$ cat src/rtl/serial_block_rx.sv
// UART 8N1 receiver feeding a BLOCK_BYTES-wide block assembler with a level ReadEn/ReadRy handshake.
// Optional partial-block idle timeout is compiled in with `define SERIAL_RX_TIMEOUT_EN.
module serial_block_rx #(
  parameter int CLKS_PER_BIT = 434,
  parameter int BLOCK_BYTES  = 16,
  parameter int TIMEOUT_CLKS = 50000
) (
  input  logic                       Clk,
  input  logic                       Rst,
  input  logic                       Rx,
  input  logic                       ReadEn,
  output logic [8*BLOCK_BYTES-1:0]   Block,
  output logic                       ReadRy,
  output logic                       FrameErr
);

  localparam int BW    = 8 * BLOCK_BYTES;
  localparam int CNT_W = $clog2(CLKS_PER_BIT);
  localparam int BC_W  = $clog2(BLOCK_BYTES + 1);

  localparam logic [CNT_W-1:0] HALF_BIT = CNT_W'(CLKS_PER_BIT / 2);
  localparam logic [CNT_W-1:0] LAST_CLK = CNT_W'(CLKS_PER_BIT - 1);
  localparam logic [BC_W-1:0]  LAST_BYTE = BC_W'(BLOCK_BYTES - 1);

  // Elaboration-time guard: the half-bit start check needs a few clocks of room.
  if (CLKS_PER_BIT < 4 || BLOCK_BYTES < 2 || TIMEOUT_CLKS < 1) begin : g_bad_params
    $error("serial_block_rx: illegal parameter combination");
  end

  typedef enum logic [1:0] {
    ST_IDLE,
    ST_START,
    ST_DATA,
    ST_STOP
  } state_t;

  state_t           state;
  logic             rx_meta;
  logic             rxs;
  logic [CNT_W-1:0] baud_cnt;
  logic [2:0]       bit_idx;
  logic [7:0]       shreg;
  logic             byte_valid;
  logic [BC_W-1:0]  count;
  logic             timeout_hit;

  // Two-flop synchroniser; idle-high reset so a reset never looks like a start bit.
  always_ff @(posedge Clk) begin
    if (Rst) begin
      rx_meta <= 1'b1;
      rxs     <= 1'b1;
    end else begin
      // NOTE: non-blocking everywhere in clocked logic so every flop sees pre-edge values.
      rx_meta <= Rx;
      rxs     <= rx_meta;
    end
  end

  // Bit-level receiver: byte_valid and FrameErr are single-cycle registered pulses.
  always_ff @(posedge Clk) begin
    if (Rst) begin
      state      <= ST_IDLE;
      baud_cnt   <= '0;
      bit_idx    <= '0;
      shreg      <= '0;
      byte_valid <= 1'b0;
      FrameErr   <= 1'b0;
    end else begin
      // NOTE: pulses default low each cycle; only the stop-bit branch raises them.
      byte_valid <= 1'b0;
      FrameErr   <= 1'b0;
      unique case (state)
        ST_IDLE: begin
          if (!rxs) begin
            state    <= ST_START;
            baud_cnt <= '0;
          end
        end
        ST_START: begin
          if (baud_cnt == HALF_BIT) begin
            baud_cnt <= '0;
            bit_idx  <= '0;
            state    <= rxs ? ST_IDLE : ST_DATA;
          end else begin
            baud_cnt <= baud_cnt + CNT_W'(1);
          end
        end
        ST_DATA: begin
          if (baud_cnt == LAST_CLK) begin
            baud_cnt <= '0;
            shreg    <= {rxs, shreg[7:1]};
            bit_idx  <= bit_idx + 3'd1;
            if (bit_idx == 3'd7) state <= ST_STOP;
          end else begin
            baud_cnt <= baud_cnt + CNT_W'(1);
          end
        end
        ST_STOP: begin
          if (baud_cnt == LAST_CLK) begin
            baud_cnt   <= '0;
            byte_valid <= rxs;
            FrameErr   <= ~rxs;
            state      <= ST_IDLE;
          end else begin
            baud_cnt <= baud_cnt + CNT_W'(1);
          end
        end
        default: state <= ST_IDLE;
      endcase
    end
  end

`ifdef SERIAL_RX_TIMEOUT_EN
  localparam int IDLE_W = $clog2(TIMEOUT_CLKS + 1);
  localparam logic [IDLE_W-1:0] IDLE_LIMIT = IDLE_W'(TIMEOUT_CLKS);

  logic [IDLE_W-1:0] idle_cnt;

  // Only a genuinely quiet line with a partial block counts towards the timeout.
  assign timeout_hit = (idle_cnt == IDLE_LIMIT) && (state == ST_IDLE);

  always_ff @(posedge Clk) begin
    if (Rst) begin
      idle_cnt <= '0;
    end else if (count == '0 || ReadRy || state != ST_IDLE || timeout_hit) begin
      idle_cnt <= '0;
    end else begin
      idle_cnt <= idle_cnt + IDLE_W'(1);
    end
  end
`else
  assign timeout_hit = 1'b0;
`endif

  // Block assembler and handshake; Block only moves while a block is being gathered.
  always_ff @(posedge Clk) begin
    if (Rst) begin
      count  <= '0;
      ReadRy <= 1'b0;
      Block  <= '0;
    end else if (ReadRy) begin
      if (!ReadEn) ReadRy <= 1'b0;
    end else if (!ReadEn || timeout_hit) begin
      count <= '0;
    end else if (byte_valid) begin
      Block <= {Block[BW-9:0], shreg};
      if (count == LAST_BYTE) begin
        ReadRy <= 1'b1;
        count  <= '0;
      end else begin
        count <= count + BC_W'(1);
      end
    end
  end

endmodule

$ cat config.mk
export PLATFORM = sky130hd
export DESIGN_NAME = serial_block_rx
export DESIGN_NICKNAME = d
export VERILOG_FILES = /design/src/rtl/serial_block_rx.sv
export SDC_FILE = /design/constraint.sdc
export NUM_CORES = 1
export LEC_CHECK = 0
export ABC_AREA = 1
export BUFFER_PORTS_ARGS = -buffer_cell sky130_fd_sc_hd__buf_2
export CORE_ASPECT_RATIO = 1.5
export CORE_UTILIZATION = 53
export CTS_CLUSTER_SIZE = 40
export DETAILED_ROUTE_END_ITERATION = 7
export GPL_TIMING_DRIVEN = 0
export PLACE_DENSITY_LB_ADDON = 0.2
export SYNTH_ARGS = -nofsm -noshare
export SYNTH_HDL_FRONTEND = slang
export SYNTH_SLANG_ARGS = --single-unit
$ cat constraint.sdc
create_clock -name Clk -period 1.55 [get_ports Clk]
set_input_delay 0.0775 -clock Clk [delete_from_list [all_inputs] [get_ports Clk]]
set_output_delay 0.0775 -clock Clk [all_outputs]
set_load 0.03 [all_outputs]
* After elaboration in Yosys (flattened, before gate mapping) *
Index checks and enable logic that the tools add are counted.

cells by class
  add/sub/neg operators = 3
  equality and inequality tests = 13
  mux-type cells = 22
  bitwise operators = 4
  reduce and logical (&&, ||, !) cells = 9

operators with widths
  cell                                                              number
  9-bit two-way mux                                                 3
  9-bit case mux with 3 select lines                                1
  5-bit two-way mux                                                 3
  2-bit two-way mux                                                 6
  2-bit != test (second input constant)                             5
  9-bit by 1-bit adder with 9-bit output (second input constant)    1
  9-bit by 8-bit == test with 1-bit output (second input constant)  1
  9-bit == test (second input constant)                             1
  2-bit case mux with 4 select lines                                1
  3-bit two-way mux                                                 2
  3-bit case mux with 2 select lines                                1
  3-bit AND reduction                                               2
  5-bit by 1-bit adder with 5-bit output (second input constant)    1
  5-bit by 4-bit == test with 1-bit output (second input constant)  1
  1-bit two-way mux                                                 5
  5-bit AND reduction                                               1
  2-bit == test (second input constant)                             2
  1-bit NOT                                                         4
  2-bit AND reduction                                               2
  3-bit by 1-bit adder with 3-bit output (second input constant)    1
  3-bit == test (second input constant)                             1
  3-bit OR reduction                                                1
  2-bit by 1-bit == test with 1-bit output (second input constant)  1
  2-bit zero test                                                   1
  3 further kinds                                                   3

storage, ports and cells
  flip-flop bits (word level) = 160
  bits of input ports = 4
  word-level logic and storage cells = 62

* Depth between registers and ports, before layout *
  word-level depth = 5
  mapped depth = 11

* Worst setup path before layout *
No wires, ideal clock.

  path type = register to register
  start = register baud_cnt[0]
  end = register shreg[5]
  library setup time = 116 ps
  arrival time = 1241 ps
  slack = 193 ps
  stages on the path, launching flop included = 10
  buffers on the path = 1
  clock period less this slack = 1357 ps
  cell sequence = dfxtp_1 ha_1 nand2_2 nor2_4 nand2_4 inv_4 nand2_4 buf_6 o21ai_1 a21oi_1

on the way
  cells in the longest elaborated chain, start to end = 2

ends and longest elaborated chain
  item                                  RTL line  source
  start, declared                       40        logic [CNT_W-1:0] baud_cnt;
  start signal, assigned                85        baud_cnt <= baud_cnt + CNT_W'(1);
  start signal, assigned                95        baud_cnt <= baud_cnt + CNT_W'(1);
  start signal, assigned                105       baud_cnt <= baud_cnt + CNT_W'(1);
  9-bit == test                         89        if (baud_cnt == LAST_CLK) begin
  2-bit AND reduction (no source line)  n/a
  end signal, assigned                  91        shreg <= {rxs, shreg[7:1]};
  end, declared                         42        logic [7:0] shreg;

No other way between the ends.
A chain may end at the register's enable or synchronous reset.

* Worst setup path after layout *
  start = register baud_cnt[1]
  end = register shreg[5]

Same word-level chain as after synthesis.

==> results.md <==
* Result of the run: completed
* Final antenna-violating net count at 0
* Critical Path, Cell by Cell: inv_1, ha_1, nand2_2, nor2_4, nand2_4, inv_4, nand2_4, buf_6, o21ai_1, a21oi_1
* Sw Ratio at 22.8%
* Final GP Congestion at 0.904
* WL/cell at 14.3 µm
* EDFF count, synth at 0
* Minimum clock period at 1460 ps
* DIE WIDTH at 87.8 µm
* Dpl ws at 57.7 ps
* Final Hold Vio Count at 0
* Synth top area cells: dfxtp_1 (55%), nor2_1 (16%), o21ai_0 (12%), a21oi_1 (3.1%), nand2_1 (2.4%)
* Largest stage delay, worst path at 340 ps
* First-pass GRT wire length at 23900 µm
* Clock Skew at 7.75 ps
* Met2 track demand over resource at 47.8%
* Layout Cells excl Fill at 1062
* FF+latch count, synth at 160
* Final Setup Violations at 0
* Area Growth Syn to Fin at 26.3%
* Hold Path End: rxs
* Die area at 11500 µm²
* Most used DFF post-synth: dfxtp_1
* Worst r2r src: baud_cnt[1]
* Worst EP arrival at 1780 ps
* Most common cell after layout, fill and taps aside: nor2_1
* Most frequent CP cell: nand2_4
* Busiest grt layer: met2
* Slew HR at 66.4%
* Max IR drop VDD at 0.755 mV
* CP bufs+invs at 3
* Yosys Warn Count at 0
* Total Nets Final at 914
* Starting density of the core at 54.9%
* Worst Hold Depth at 1
* Pins Over Slew Limit at 0
* Syn Nets at 758
* Cts bufs inserted at 17
* N_diodes at 0
* Combinational power share at 2.9%
* CTS tree: done
* Vias in the first global route at 5073
* Tcrit/Tclk final at 94.2%
* Pre-antenna DRT Iters at 5
* Fmax at 685 MHz
* CP Launch Type: register
* Commonest non-fill, non-tap cells in the layout: nor2_1 (252), dfxtp_1 (158), buf_2 (155)
* Clk buf depth at 2
* CP delay by family, top: simple AND/OR/NAND/NOR gates
* FF-to-FF End: shreg[5]
* Row count at 46
* Worst Setup End Kind: register
* Final Util at 69.3%
* P_int at 6850 µW
* Placed insts at 1026
* Number of fill cells in the layout at 889
* Crit path kind: reg -> reg
* Tot GR Track Use at 26.9%
* Final wirelength at 15200 µm
* Initial antenna violation count at 0
* Switching Power at 2020 µW
* Setup_tns at 0 ps
* Worst-case reg-to-reg path depth at 10
* Top cell type's share of synthesized area at 54.8%
* Num Clock Sinks at 160
* Area of the mapped netlist at 5850 µm²
* Root buf cell: clkbuf_16
* PwrDens at 1200 nW/µm²
* Max Cap Viol at 0
* Worst-path clk slew at 70 ps
* Met1 Usage GRT at 30.3%
* Worst EP required at 1870 ps
* Global route overflow at 0
* Sequential power share at 46.8%
* Worst-Skew Late Latency at 430 ps
* Number of DRC markers in iteration 0 at 264
* Leakage at 0.00392 µW
* Seq/Total Area, Yosys at 54.8%
* Die boundary height at 131 µm
* Layout cells sized above 1 at 23.3%
* Ys async rst share at 0%
* Dpl hpwl at 10800 µm
* CTS H-tree lvls at 4
* Post-synth top area cell: dfxtp_1
* Vias/cell at 5.18
* Worst setup margin at 89.7 ps
* DRC violations left at 0
* HP Class: reg -> reg
* Avg Cell Area, Syn at 7.80 µm²
* Core ar. at 10600 µm²
* Power share of the clock group at 50.3%
* Unique masters post-synth at 29
* Ports at 134
* Largest net degree at the start of global routing at 17
* Met3 GRT Util at 6.22%
* Reg-to-reg slack, setup at 90 ps
* Worst path slowest cell: dfxtp_2
* Worst-margin pin slew at 504 ps
* Port bufs at 133
* Mapped Cells at 749
* Origin of the worst min-delay path: rx_meta
* Vias at 5504
* Worst Path Max Fanout at 10
[routing by layer]
metal	vias to the layer above	routed length, µm	part of all wire (%)
met1	2543	6220	41
li1	2734	-	-
met3	37	859	5.7
met2	190	7720	51
met5	-	0	0
met4	0	397	2.6
[synthesized netlist by cell type (all sizes together) (2+ instances only)]
cell	number
dfxtp	160
o21ai	146
clkbuf	22
a21oi	36
buf	24
nand4	5
or2	2
nor2	257
inv	31
nand2	44
ha	5
nand3	10
[how the worst max path moves through the flow]
stage / end / cells after the start / from / slack (ps)
final: shreg[5] / 10 / baud_cnt[1] / 90
after global routing: shreg[6] / 9 / baud_cnt[0] / -5
after CTS: Block[63] / 7 / Rst / 20
after detailed placement: shreg[5] / 9 / baud_cnt[0] / 60
after global placement: shreg[5] / 9 / baud_cnt[0] / 80
after floorplan: shreg[5] / 9 / baud_cnt[0] / 190
[sequential cells by signal, summed over array words and instances, names as in the netlist, named ones only]
name	cells
byte_valid	1
baud_cnt	9
rx_meta	1
shreg	8
Block	128
ReadRy	1
state	1
bit_idx	3
count	5
FrameErr	1
rxs	1
[what timing repair did]
item	CTS	global route
resized for setup	0	13
hold buffers	4	0
endpoints found under the hold margin	4	0
buffers inserted	0	0
endpoints found under the setup margin	0	66
[stage by stage]
stage | instance area [µm²] | total power (µW) | hold slack, ps
2_1_floorplan | 5850 | 4410 | 181
3_3_place_gp | 6690 | 4470 | 263
3_5_place_dp | 6690 | 4480 | 264
4_1_cts | 7360 | 8870 | 416
5_1_grt | 7380 | 9080 | 458
6_report | 7380 | 8870 | 417
[layout make-up]
class                   instances  area (µm²)  area share (%)
multi-input cells             512        2320            31.4
well taps                     144         180            2.44
inverters                      31         119            1.61
clock inverters                14         194            2.63
plain buffers                  46         216            2.93
flip-flops and latches        160        3210            43.5
repair buffers                137         706            9.56
clock buffers                  18         439            5.95
[power by group through the flow]
| stage | sequential (µW) | combinational (µW) | clock (µW) |
|---|---|---|---|
| after floorplan | 4240 | 177 | 0 |
| after global placement | 4240 | 228 | 0 |
| after detailed placement | 4240 | 241 | 0 |
| after CTS | 4150 | 249 | 4480 |
| after global routing | 4150 | 289 | 4640 |
| final | 4150 | 258 | 4460 |
[cells by family (layout without fill, tap and decap cells)]
kind of cell	Yosys count	after routing	synth area share (%)
AND/OR/NAND/NOR	320	320	22.0
buffers and inverters	77	246	5.65
AO/OA/AOI/OAI	185	185	16.2
adder cells (fa/ha/maj)	5	5	1.07
flip-flops	160	160	54.8
XOR/XNOR	2	2	0.300
(Power assumes the default switching activity.)
